[src/rtl/mem_arbiter_if.sv]
// Bus bundle between the core ports, the arbiter and the memory macro.
// Signal directions in the names are as seen from the arbiter.
interface mem_arbiter_if #(
    parameter int AW = 32
);
    logic          if_req_i;
    logic [AW-1:0] if_addr_i;
    logic          if_gnt_o;
    logic          if_rvalid_o;
    logic [31:0]   if_rdata_o;
    logic          dm_req_i;
    logic          dm_we_i;
    logic [AW-1:0] dm_addr_i;
    logic [31:0]   dm_wdata_i;
    logic          dm_gnt_o;
    logic          dm_rvalid_o;
    logic [31:0]   dm_rdata_o;
    logic          mem_req_o;
    logic          mem_we_o;
    logic [AW-1:0] mem_addr_o;
    logic [31:0]   mem_wdata_o;
    logic [31:0]   mem_rdata_i;

    modport slave (
        input  if_req_i, if_addr_i,
        output if_gnt_o, if_rvalid_o, if_rdata_o,
        input  dm_req_i, dm_we_i, dm_addr_i, dm_wdata_i,
        output dm_gnt_o, dm_rvalid_o, dm_rdata_o,
        output mem_req_o, mem_we_o, mem_addr_o, mem_wdata_o,
        input  mem_rdata_i
    );

    modport master (
        output if_req_i, if_addr_i,
        input  if_gnt_o, if_rvalid_o, if_rdata_o,
        output dm_req_i, dm_we_i, dm_addr_i, dm_wdata_i,
        input  dm_gnt_o, dm_rvalid_o, dm_rdata_o,
        input  mem_req_o, mem_we_o, mem_addr_o, mem_wdata_o,
        output mem_rdata_i
    );
endinterface

[src/rtl/mem_arbiter.sv]
// Single-port memory arbiter for fetch (IF) and load/store (DM).
// DM wins ties unless IF has waited MAX_STARVE DM grants.
module mem_arbiter #(
    parameter int AW         = 32,
    parameter int MEM_LAT    = 1,
    parameter int MAX_STARVE = 4
) (
    input  logic           clk_i,
    input  logic           rst_ni,
    mem_arbiter_if.slave   bus
);
    localparam int SW = $clog2(MAX_STARVE + 1);
    localparam logic [1:0]    LAT_INIT = 2'(MEM_LAT - 1);
    localparam logic [SW-1:0] STARVE_MAX = SW'(MAX_STARVE);

    typedef enum logic {IDLE, WAIT} state_e;

    state_e        state_q;
    logic          owner_q;
    logic          we_q;
    logic [1:0]    lat_q;
    logic [SW-1:0] starve_q, starve_d;

    logic resp, can_grant, force_if;
    logic gnt_if, gnt_dm, gnt_any;

    // Arbitration and response decode from registered state and requests
    always_comb begin
        resp      = (state_q == WAIT) && (lat_q == 2'd0);
        can_grant = (state_q == IDLE) || resp;
        force_if  = bus.if_req_i && (starve_q == STARVE_MAX);
        gnt_dm    = rst_ni && can_grant && bus.dm_req_i && !force_if;
        gnt_if    = rst_ni && can_grant && bus.if_req_i && !gnt_dm;
        gnt_any   = gnt_dm || gnt_if;
    end

    // Drive the core-side handshakes and the memory strobe
    always_comb begin
        bus.if_gnt_o    = gnt_if;
        bus.dm_gnt_o    = gnt_dm;
        bus.mem_req_o   = gnt_any;
        bus.mem_we_o    = 1'b0;
        bus.mem_addr_o  = '0;
        bus.mem_wdata_o = '0;
        if (gnt_dm) begin
            bus.mem_we_o    = bus.dm_we_i;
            bus.mem_addr_o  = bus.dm_addr_i;
            bus.mem_wdata_o = bus.dm_wdata_i;
        end else if (gnt_if) begin
            bus.mem_addr_o  = bus.if_addr_i;
        end
        bus.if_rvalid_o = rst_ni && resp && !owner_q;
        bus.dm_rvalid_o = rst_ni && resp && owner_q;
        bus.if_rdata_o  = bus.if_rvalid_o ? bus.mem_rdata_i : 32'h0;
        bus.dm_rdata_o  = (bus.dm_rvalid_o && !we_q) ? bus.mem_rdata_i : 32'h0;
    end

    // Starvation counter: counts DM grants taken while IF is waiting
    always_comb begin
        starve_d = starve_q;
        if (!bus.if_req_i || gnt_if) begin
            starve_d = '0;
        end else if (gnt_dm && (starve_q != STARVE_MAX)) begin
            starve_d = starve_q + SW'(1);
        end
    end

    // Access FSM: IDLE until a grant, WAIT counts down memory latency
    always_ff @(posedge clk_i) begin
        if (!rst_ni) begin
            state_q  <= IDLE;
            owner_q  <= 1'b0;
            we_q     <= 1'b0;
            lat_q    <= 2'd0;
            starve_q <= '0;
        end else begin
            starve_q <= starve_d;
            case (state_q)
                IDLE: begin
                    if (gnt_any) begin
                        owner_q <= gnt_dm;
                        we_q    <= gnt_dm && bus.dm_we_i;
                        lat_q   <= LAT_INIT;
                        state_q <= WAIT;
                    end
                end
                WAIT: begin
                    if (lat_q != 2'd0) begin
                        lat_q <= lat_q - 2'd1;
                    end else if (gnt_any) begin
                        owner_q <= gnt_dm;
                        we_q    <= gnt_dm && bus.dm_we_i;
                        lat_q   <= LAT_INIT;
                    end else begin
                        state_q <= IDLE;
                    end
                end
                default: state_q <= IDLE;
            endcase
        end
    end
endmodule

[src/flat_wrapper.sv]
// flat-port wrapper written by rule: the top's interface ports become plain ports
module mem_arbiter_flat 
#(
    parameter int AW         = 32,
    parameter int MEM_LAT    = 1,
    parameter int MAX_STARVE = 4
)
  (clk_i, rst_ni, bus_if_req_i, bus_if_addr_i, bus_if_gnt_o, bus_if_rvalid_o, bus_if_rdata_o, bus_dm_req_i, bus_dm_we_i, bus_dm_addr_i, bus_dm_wdata_i, bus_dm_gnt_o, bus_dm_rvalid_o, bus_dm_rdata_o, bus_mem_req_o, bus_mem_we_o, bus_mem_addr_o, bus_mem_wdata_o, bus_mem_rdata_i);
  mem_arbiter_if #(.AW(AW)) bus_i ();
  input  logic clk_i;
  input  logic rst_ni;
  input wire logic [$bits(bus_i.if_req_i)-1:0] bus_if_req_i;
  input wire logic [$bits(bus_i.if_addr_i)-1:0] bus_if_addr_i;
  output wire logic [$bits(bus_i.if_gnt_o)-1:0] bus_if_gnt_o;
  output wire logic [$bits(bus_i.if_rvalid_o)-1:0] bus_if_rvalid_o;
  output wire logic [$bits(bus_i.if_rdata_o)-1:0] bus_if_rdata_o;
  input wire logic [$bits(bus_i.dm_req_i)-1:0] bus_dm_req_i;
  input wire logic [$bits(bus_i.dm_we_i)-1:0] bus_dm_we_i;
  input wire logic [$bits(bus_i.dm_addr_i)-1:0] bus_dm_addr_i;
  input wire logic [$bits(bus_i.dm_wdata_i)-1:0] bus_dm_wdata_i;
  output wire logic [$bits(bus_i.dm_gnt_o)-1:0] bus_dm_gnt_o;
  output wire logic [$bits(bus_i.dm_rvalid_o)-1:0] bus_dm_rvalid_o;
  output wire logic [$bits(bus_i.dm_rdata_o)-1:0] bus_dm_rdata_o;
  output wire logic [$bits(bus_i.mem_req_o)-1:0] bus_mem_req_o;
  output wire logic [$bits(bus_i.mem_we_o)-1:0] bus_mem_we_o;
  output wire logic [$bits(bus_i.mem_addr_o)-1:0] bus_mem_addr_o;
  output wire logic [$bits(bus_i.mem_wdata_o)-1:0] bus_mem_wdata_o;
  input wire logic [$bits(bus_i.mem_rdata_i)-1:0] bus_mem_rdata_i;
  assign bus_i.if_req_i = bus_if_req_i;
  assign bus_i.if_addr_i = bus_if_addr_i;
  assign bus_if_gnt_o = bus_i.if_gnt_o;
  assign bus_if_rvalid_o = bus_i.if_rvalid_o;
  assign bus_if_rdata_o = bus_i.if_rdata_o;
  assign bus_i.dm_req_i = bus_dm_req_i;
  assign bus_i.dm_we_i = bus_dm_we_i;
  assign bus_i.dm_addr_i = bus_dm_addr_i;
  assign bus_i.dm_wdata_i = bus_dm_wdata_i;
  assign bus_dm_gnt_o = bus_i.dm_gnt_o;
  assign bus_dm_rvalid_o = bus_i.dm_rvalid_o;
  assign bus_dm_rdata_o = bus_i.dm_rdata_o;
  assign bus_mem_req_o = bus_i.mem_req_o;
  assign bus_mem_we_o = bus_i.mem_we_o;
  assign bus_mem_addr_o = bus_i.mem_addr_o;
  assign bus_mem_wdata_o = bus_i.mem_wdata_o;
  assign bus_i.mem_rdata_i = bus_mem_rdata_i;
  mem_arbiter #(.AW(AW), .MEM_LAT(MEM_LAT), .MAX_STARVE(MAX_STARVE)) u_core (.clk_i(clk_i), .rst_ni(rst_ni), .bus(bus_i));
endmodule
[config.mk]
export PLATFORM = sky130hd
export DESIGN_NAME = mem_arbiter_flat
export DESIGN_NICKNAME = d
export VERILOG_FILES = /design/src/rtl/mem_arbiter_if.sv /design/src/rtl/mem_arbiter.sv /design/src/flat_wrapper.sv
export SDC_FILE = /design/constraint.sdc
export NUM_CORES = 1
export LEC_CHECK = 0
export CORE_AREA = 2 2 103 105
export DETAILED_ROUTE_END_ITERATION = 8
export DIE_AREA = 0 0 105 107
export GPL_ROUTABILITY_DRIVEN = 0
export PLACE_DENSITY_LB_ADDON = 0.1
export SLEW_MARGIN = 0
export SYNTH_ARGS = -nofsm -noshare
export SYNTH_HDL_FRONTEND = slang
export SYNTH_SLANG_ARGS = --single-unit
export TNS_END_PERCENT = 100
[constraint.sdc]
create_clock -name clk_i -period 4.2 [get_ports clk_i]
set_input_delay 0.84 -clock clk_i [delete_from_list [all_inputs] [get_ports clk_i]]
set_output_delay 0.84 -clock clk_i [all_outputs]
set_load 0.01 [all_outputs]
==> run_results.csv, run 1 <==
group,metric,value,unit
synthesis,synth_ff_type,"dfxtp_1",
route,wire_per_inst,15.7,microns
worst_setup_path,worstPathRequired,3.36,ns
clocking,ctsHoldBuffers,0,
placed_design,io_buffers,266,
synthesis,yosys-top-cells-count,"and2_1, a22o_1, dfxtp_1",
power,comb_power_share,65.5,%
route,wl_met2,4970,microns
sta,slew_headroom,77.9,%
clocking,cts_tree,"yes",
synthesis,syn_area,1450,sq um
status,status,"finished clean",
worst_setup_path,critPathMostFrequentCell,"clkdlybuf4s50_1",
power,finalPower,0.000503,W
floorplanning,ioPinCount,267,
route,drcViolationCount,0,
worst_hold_path,min_path_cells,2,
clocking,post_cts_buffers,0,
sta,drv_slew,0,
worst_setup_path,startpoint_type,"input port",
synthesis,ys_seq_elements,8,
sta,fin_crit_sh,90.0,%
worst_setup_path,crit_chain,"clkdlybuf4s50_1 > and2_1 > and3_2 > buf_12 > a22o_1 > clkdlybuf4s50_1",
worst_setup_path,path_max_fanout,34,
power,power_switching,0.000138,W
grt,antenna_found_initial,0,
sta,hold_viol_final,0,
route,vias_per_cell,4.06,
sta,fin_ws,0.418,ns
clocking,ctsRootBufferMaster,"clkbuf_8",
power,power_leakage,1.60,nW
route,wl_met1,3420,microns
synthesis,synth_cell_types,36,
sta,tightestPinTransition,0.331,ns
layout,diodes,0,
grt,grt_pass1_vias,2291,
floorplanning,start_util,14.4,%
route,drtIter0Drc,81,
sta,fin_tns_setup,0,ns
clocking,worstSkewPairLatency,0.23,ns
floorplanning,num_rows,37,
worst_hold_path,holdCritStartpoint,"u_core.lat_q[1]",
synthesis,syn_inst,198,
floorplanning,fp.dieW,105,microns
route,antenna_left,0,
clocking,cts_resized,0,
clocking,cts_max_level,1,
sta,fin_crit,3.78,ns
grt,grt.total_usage,15.1,%
floorplanning,dieHeight,107,microns
route,drtPass1Iterations,4,
synthesis,synth_top_area_share,42.6,%
grt,grt_pass1_wl,13500,microns
grt,grt_max_degree,36,
worst_setup_path,crit_family,"buffers and inverters",
worst_hold_path,worst_hold_path_type,"reg2reg",
worst_setup_path,crit_type,"in2out",
sta,setup_viol,0,
floorplanning,core_area,10100,sq um
worst_setup_path,r2r_end,"u_core.starve_q[0]",
floorplanning,die-area,11200,sq um
synthesis,syn-num-nets,333,
placed_design,place_ws,0.429,ns
power,irDropWorstVdd,0.187,mV
clocking,numClockSinks,8,
synthesis,synth_area_leader_cell,"and2_1",
synthesis,postSynthAreaPerCell,7.34,sq um
layout,nets,591,
worst_setup_path,path_buf_inv,3,
layout,area_delta_synth_final,196,%
sta,skew,0.00485,ns
power,power.internal,0.000365,W
synthesis,ys.warnings.count,0,
worst_setup_path,ff2ff_path_depth,5,
grt,gr-total-overflow,0,
worst_setup_path,arrival,2.94,ns
route,wl,9270,microns
worst_setup_path,r2r_slack,2.64,ns
worst_setup_path,cp_slowest_cell,"clkdlybuf4s50_1",
worst_hold_path,min_to,"u_core.lat_q[1]",
synthesis,synth_most_common_cell,"and2_1",
layout,drive_gt1_share,2.86,%
sta,fmax,264,MHz
layout,final_core_util,42.6,%
route,highest_layer,"met4",
power,p_sw_share,27.4,%
clocking,numCtsBuffers,3,
worst_setup_path,slowest_delay,0.65,ns
worst_setup_path,end_kind,"primary output",
power,seq_power_share,16.1,%
clocking,clk_pin_slew,0.04,ns
job,maxCapViolations,0,
route,vias,2395,
synthesis,synthTopCellsByArea,"and2_1, a22o_1, dfxtp_1, buf_2, buf_4",
power,clockPowerShare,18.4,%
placed_design,dp_hpwl,7900,microns
worst_setup_path,timing.rr.start,"u_core.starve_q[0]",
power,powerDensity,117,nW/um^2
synthesis,async_flop_share,0,%
synthesis,yosysSeqAreaShare,11.0,%
sta,rsz0062_at_grt,"false",
clocking,clock_path_buffers,2,
route,wl_met3,702,microns
synthesis,synth-edff-count,0,
[registers in the layout, summed over array words and instances (netlist names)]
signal and flops:
u_core.owner_q 1, u_core.we_q 1, u_core.lat_q 2, u_core.state_q 1
u_core.starve_q 3
[kinds of logic after synthesis]
group / synth area share, %
flops: 11.0
buf+inv: 8.35
simple gates: 50.4
fa+ha+maj: 1.72
compound gates: 27.8
mux: 0.688
[worst max-delay path by stage]
stage | cells after the start | end | startpoint
2_1_floorplan | 6 | bus_mem_addr_o[10] | rst_ni
3_3_place_gp | 6 | bus_mem_addr_o[30] | rst_ni
3_5_place_dp | 6 | bus_mem_addr_o[30] | rst_ni
4_1_cts | 6 | bus_mem_addr_o[30] | rst_ni
5_1_grt | 6 | bus_mem_addr_o[1] | rst_ni
6_report | 6 | bus_mem_addr_o[30] | rst_ni
[power groups by stage]
| stage | Combinational, W | Clock [W] | Sequential, W |
|---|---|---|---|
| finish | 0.000329 | 0.0000926 | 0.0000809 |
| CTS | 0.000333 | 0.0000946 | 0.0000809 |
| global placement | 0.000330 | 0 | 0.0000823 |
| detailed placement | 0.000331 | 0 | 0.0000822 |
| floorplan | 0.0000953 | 0 | 0.0000817 |
| global route | 0.000351 | 0.000100 | 0.0000812 |
[layer usage]
metal	track usage, %	vias up
li1	-	1197
met2	30.1	119
met5	0	-
met4	3.62	0
met3	3.40	14
met1	15.9	1065
[worst register-to-register path: cells and delay by family (launching register included)]
kind | cells | cell delay (ns)
buffers and inverters | 1 | 0.06
AOI/OAI and AO/OA | 1 | 0.14
DFF | 1 | 0.37
adders and majority gates | 1 | 0.24
and+or+nand+nor | 2 | 0.68
[layout make-up]
type | count | area, sq um
Multi-Input combinational cell | 168 | 1170
Clock buffer | 3 | 41.3
Inverter | 4 | 15.0
Timing Repair Buffer | 271 | 2740
Tap cell | 136 | 170
Fill cell | 1050 | 5790
Sequential cell | 8 | 160
[through the flow]
step                      hold slack, ns  cell area [sq um]  instances
after detailed placement           0.475               4260        587
after floorplan                    0.450               1450        198
after global routing               0.506               4300        590
after CTS                          0.480               4300        590
after global placement             0.478               4260        587
final                              0.478               4300        590
[layout by cell type, fill, tap and decap left out, types with 2 or more instances in the layout]
master and n:
dfxtp_1 8, buf_12 3, clkdlybuf4s50_1 266, and2_1 99, o31ai_1 2, a21oi_1 3
nand2_1 3, clkbuf_8 3, ha_1 2, buf_4 2, a22o_1 32, inv_1 4
nor2_1 3, a21boi_0 2, nand3_1 2
No activity file was read; power rests on OpenSTA's default activity.
==> run 2: changes to the inputs <==
--- a/config.mk
+++ b/config.mk
@@ -5,9 +5,9 @@
 export SDC_FILE = /design/constraint.sdc
 export NUM_CORES = 1
 export LEC_CHECK = 0
-export CORE_AREA = 2 2 103 105
+export CORE_AREA = 2 2 105 107
 export DETAILED_ROUTE_END_ITERATION = 8
-export DIE_AREA = 0 0 105 107
+export DIE_AREA = 0 0 107 109
 export GPL_ROUTABILITY_DRIVEN = 0
 export PLACE_DENSITY_LB_ADDON = 0.1
 export SLEW_MARGIN = 0
==> constraint.sdc (replaced) <==
create_clock -name clk_i -period 3.3 [get_ports clk_i]
set_input_delay 0.66 -clock clk_i [delete_from_list [all_inputs] [get_ports clk_i]]
set_output_delay 0.66 -clock clk_i [all_outputs]
set_load 0.01 [all_outputs]
==> run 2 against run 1 <==
  * First-iteration DRC count is 44% higher
  * Sequential power is 27% higher
  * Via count grew 0.29%
  * Die area increased by 3.8%
  * Non-clock buffer count increased by 13
  * Sequential share of layout area down 0.13 points
  * Routed wire length increased by 9.9%
  * Clock power increased by 26%
  * Final area grew 3.7%
  * Combinational power grew 33%
==> run_results.csv, run 2 (synthesis results as in run 1) <==
group,metric,value,unit
status,status,"finished clean",
job,maxCapViolations,0,
floorplanning,dieHeight,109,microns
layout,area_delta_synth_final,207,%
sta,rsz0062_at_grt,"false",
floorplanning,core_area,10600,sq um
clocking,ctsHoldBuffers,0,
route,drtPass1Iterations,4,
layout,area.sequential,160,sq um
worst_setup_path,crit_type,"in2out",
layout,nets,604,
sta,skew,0.00221,ns
route,vias_per_cell,3.95,
grt,grt_pass1_vias,2336,
layout,final_cell_mix,"clkdlybuf4s50_1, and2_1, a22o_1",
sta,slew_headroom,75.5,%
placed_design,io_buffers,266,
power,powerDensity,147,nW/um^2
route,drtIter0Drc,117,
sta,setup_viol,0,
worst_setup_path,end_kind,"primary output",
layout,drive_gt1_share,5.78,%
grt,grt.total_usage,16.5,%
clocking,ctsRootBufferMaster,"clkbuf_8",
layout,largest_reg_flops,3,
route,drcViolationCount,0,
sta,fin_tns_setup,0,ns
grt,antenna_found_initial,1,
clocking,cts_tree,"yes",
sta,fin_crit,3.24,ns
sta,drv_slew,0,
layout,fin_area,4460,sq um
worst_setup_path,path_max_fanout,16,
sta,fin_crit_sh,98.1,%
clocking,worstSkewPairLatency,0.23,ns
clocking,clock_path_buffers,2,
layout,multi_input_area,1180,sq um
grt,grt_pass1_wl,14800,microns
sta,hold_viol_final,0,
route,wl,10200,microns
layout,top_regs,"u_core.starve_q x3, u_core.lat_q x2",
grt,grt_max_degree,34,
floorplanning,num_rows,38,
worst_setup_path,startpoint_type,"input port",
layout,fillers,1068,
worst_hold_path,holdCritStartpoint,"u_core.starve_q[1]",
clocking,numClockSinks,8,
worst_setup_path,timing.rr.start,"u_core.starve_q[0]",
route,vias,2402,
clocking,clk_pin_slew,0.04,ns
clocking,cts_max_level,1,
route,antenna_left,0,
placed_design,dp_hpwl,8540,microns
layout,final_common_cell,"clkdlybuf4s50_1",
grt,gr-total-overflow,0,
layout,regMostFlops,"u_core.starve_q",
worst_setup_path,arrival,2.58,ns
placed_design,placed_cell_area,4360,sq um
floorplanning,ioPinCount,267,
floorplanning,fp.dieW,107,microns
worst_hold_path,worst_hold_path_type,"reg2reg",
sta,tightestPinTransition,0.367,ns
power,irDropWorstVdd,0.275,mV
floorplanning,die-area,11700,sq um
worst_setup_path,crit_path_start,"bus_dm_req_i",
sta,fmax,309,MHz
clocking,numCtsBuffers,3,
route,wire_per_inst,16.8,microns
floorplanning,start_util,13.7,%
worst_setup_path,worstPathRequired,2.64,ns
power,power_leakage,1.74,nW
## run 2: final cells by class
cell class / instances / area share (%)
Inverter: 4 / 0.337
Multi-Input combinational cell: 168 / 26.4
Timing Repair Buffer: 284 / 64.7
Antenna cell: 1 / 0.0561
Sequential cell: 8 / 3.59
Tap cell: 140 / 3.93
Clock buffer: 3 / 0.926
## run 2: routing by layer
layer	wire, microns	track usage [%]
met1	3950	19.1
met5	0	0
met2	5370	31.0
met3	771	4.60
met4	91	1.86
## run 2: worst paths after layout
kind / to / slack (ns) / cells after the start
setup / recovery: bus_mem_addr_o[10] / 0.06 / 7
hold / removal: u_core.starve_q[1] / 0.49 / 2
setup reg to reg: u_core.owner_q / 1.69 / 7
hold reg to reg: u_core.starve_q[1] / 0.49 / 2
## run 2: repair_timing
action	in CTS	in global routing
gates resized for setup	3	5
setup buffers	1	0
cloned	1	0
pin swaps	1	0
endpoints found under the setup margin	13	11
## run 2: per-stage QoR
stage               total power [W]  instances  utilization (%)  setup slack, ns  hold WS, ns
floorplan                  0.000225        198                -            0.969        0.450
global placement           0.000539        602             41.1          -0.0281        0.477
detailed placement         0.000541        602             41.1          -0.0401        0.485
CTS                        0.000669        607             41.9           0.0440        0.491
global route               0.000696        607             42.0         0.000774        0.507
finish                     0.000657        608             42.0           0.0637        0.489
## run 2: critical path, cell delays in order
cell             delay (ns)
clkdlybuf4s50_1        0.41
buf_4                  0.16
a211oi_4               0.24
buf_6                  0.15
bufbuf_16              0.28
a22o_1                 0.13
clkdlybuf4s50_1        0.53
## run 2: power breakdown
group | switching [W] | internal (W) | leakage, nW
registers | 0.00000304 | 0.000100 | 0.0654
logic | 0.000139 | 0.000298 | 1.66
clock network | 0.0000377 | 0.0000790 | 0.0216
==> run 3: changes to the inputs <==
--- a/config.mk
+++ b/config.mk
@@ -5,9 +5,10 @@
 export SDC_FILE = /design/constraint.sdc
 export NUM_CORES = 1
 export LEC_CHECK = 0
-export CORE_AREA = 2 2 105 107
+export CELL_PAD_IN_SITES_DETAIL_PLACEMENT = 0
+export CELL_PAD_IN_SITES_GLOBAL_PLACEMENT = 1
+export CORE_UTILIZATION = 10
 export DETAILED_ROUTE_END_ITERATION = 8
-export DIE_AREA = 0 0 107 109
 export GPL_ROUTABILITY_DRIVEN = 0
 export PLACE_DENSITY_LB_ADDON = 0.1
 export SLEW_MARGIN = 0
==> run 3 against run 2 <==
  * Utilization decreased by 9.9 points
  * Hold slack got worse by 0.0034 ns
  * Routed wire length increased by 6.4%
  * Sequential power about the same
  * Highest routed layer unchanged
==> run_results.csv, run 3 (synthesis results as in run 1) <==
group,metric,value,unit
route,drcViolationCount,0,
layout,area_delta_synth_final,210,%
clocking,clock_path_buffers,2,
grt,grt_pass1_vias,2068,
placed_design,placed_cell_area,4390,sq um
sta,setup_viol,0,
sta,fin_crit_sh,98.2,%
power,irDropWorstVdd,0.117,mV
worst_hold_path,worst_hold_path_type,"reg2reg",
floorplanning,start_util,10.4,%
sta,fin_tns_setup,0,ns
power,p_sw_share,25.8,%
power,power_leakage,1.70,nW
layout,regMostFlops,"u_core.starve_q",
layout,final_cell_mix,"clkdlybuf4s50_1, and2_1, a22o_1",
worst_setup_path,crit_type,"in2out",
clocking,clk_pin_slew,0.04,ns
grt,antenna_found_initial,0,
grt,grt.total_usage,13.0,%
layout,area.sequential,160,sq um
route,wire_per_inst,16.7,microns
clocking,cts_tree,"yes",
layout,fin_area,4510,sq um
route,antenna_left,0,
layout,largest_reg_flops,3,
worst_setup_path,worstPathRequired,2.64,ns
layout,top_regs,"u_core.starve_q x3, u_core.lat_q x2",
floorplanning,num_rows,43,
clocking,ctsRootBufferMaster,"clkbuf_16",
sta,tightestPinTransition,0.362,ns
route,wl,10800,microns
job,maxCapViolations,0,
worst_setup_path,cp_slowest_cell,"clkdlybuf4s50_1",
power,clockPowerShare,27.6,%
sta,hold_viol_final,0,
power,power_switching,0.000192,W
grt,gr-total-overflow,0,
worst_setup_path,startpoint_type,"input port",
floorplanning,die-area,15000,sq um
floorplanning,core_area,14000,sq um
power,comb_power_share,58.6,%
worst_setup_path,slowest_delay,0.53,ns
sta,slew_headroom,75.9,%
floorplanning,dieHeight,123,microns
layout,fillers,1453,
route,drtIter0Drc,78,
placed_design,place_ws,-0.0826,ns
route,vias,2426,
route,vias_per_cell,3.74,
worst_setup_path,arrival,2.58,ns
layout,drive_gt1_share,5.77,%
floorplanning,ioPinCount,267,
clocking,worstSkewPairLatency,0.23,ns
placed_design,dp_hpwl,9240,microns
clocking,numClockSinks,8,
sta,skew,0.00203,ns
power,finalPower,0.000745,W
sta,fmax,309,MHz
worst_setup_path,path_max_fanout,8,
sta,drv_slew,0,
sta,fin_ws,0.0585,ns
clocking,numCtsBuffers,3,
route,drtPass1Iterations,4,
sta,fin_crit,3.24,ns
layout,diodes,0,
floorplanning,fp.dieW,123,microns
grt,grt_max_degree,34,
power,powerDensity,165,nW/um^2
grt,grt_pass1_wl,14300,microns
power,seq_power_share,13.9,%
worst_setup_path,end_kind,"primary output",
worst_setup_path,crit_chain,"clkdlybuf4s50_1 > buf_4 > a211oi_4 > buf_4 > buf_6 > a22o_1 > clkdlybuf4s50_1",
sta,whs,0.486,ns
status,status,"finished clean",
sta,rsz0062_at_grt,"false",
power,power.internal,0.000553,W
clocking,cts_max_level,1,
placed_design,io_buffers,266,
layout,multi_input_area,1170,sq um
layout,final_common_cell,"clkdlybuf4s50_1",
layout,nets,605,
run 3: cell type report:
cell class / count / area share [%]
clock buffers: 3 / 1.66
flip-flops and latches: 8 / 3.55
repair buffers: 285 / 63.5
multi-input cells: 168 / 26.0
inverters: 4 / 0.333
well taps: 180 / 4.99
run 3: worst max-delay path: cells and delay by family:
kind                   cells  cell delay, ns
buffers and inverters      5            1.48
AOI/OAI and AO/OA          2            0.43
run 3: path summary, 6_finish.rpt:
check / startpoint / endpoint / slack (ns) / cells past startpoint
setup reg to reg: u_core.starve_q[0] / u_core.owner_q / 1.63 / 7
hold / removal: u_core.lat_q[1] / u_core.lat_q[1] / 0.49 / 2
hold reg to reg: u_core.lat_q[1] / u_core.lat_q[1] / 0.49 / 2
setup / recovery: bus_dm_req_i / bus_mem_addr_o[8] / 0.06 / 7
run 3: metal layers:
| metal | part of all wire, % | vias to the layer above | GRT usage [%] |
|---|---|---|---|
| met1 | 37 | 1093 | 14.4 |
| met2 | 55 | 102 | 25.3 |
| met5 | 0 | - | 0 |
| li1 | - | 1227 | - |
| met3 | 7.6 | 4 | 2.93 |
| met4 | 0.36 | 0 | 1.91 |
run 3: stage by stage:
step	util, %	instances
2_1_floorplan	-	198
3_3_place_gp	31.3	642
3_5_place_dp	31.3	642
4_1_cts	31.8	645
5_1_grt	32.1	648
6_report	32.1	648
run 3: what timing repair did:
item	CTS	global route
endpoints found under the hold margin	0	0
cloned	0	2
pin swaps	0	1
endpoints found under the setup margin	98	31
gates resized for setup	1	1
hold buffers	0	0
buffers inserted	0	1
run 3: power groups by stage:
stage	Sequential [W]	Combinational (W)	Clock (W)
after detailed placement	0.000105	0.000436	0
after CTS	0.000103	0.000438	0.000209
final	0.000103	0.000436	0.000205
after global placement	0.000105	0.000439	0
after global routing	0.000104	0.000467	0.000216
after floorplan	0.000104	0.000121	0
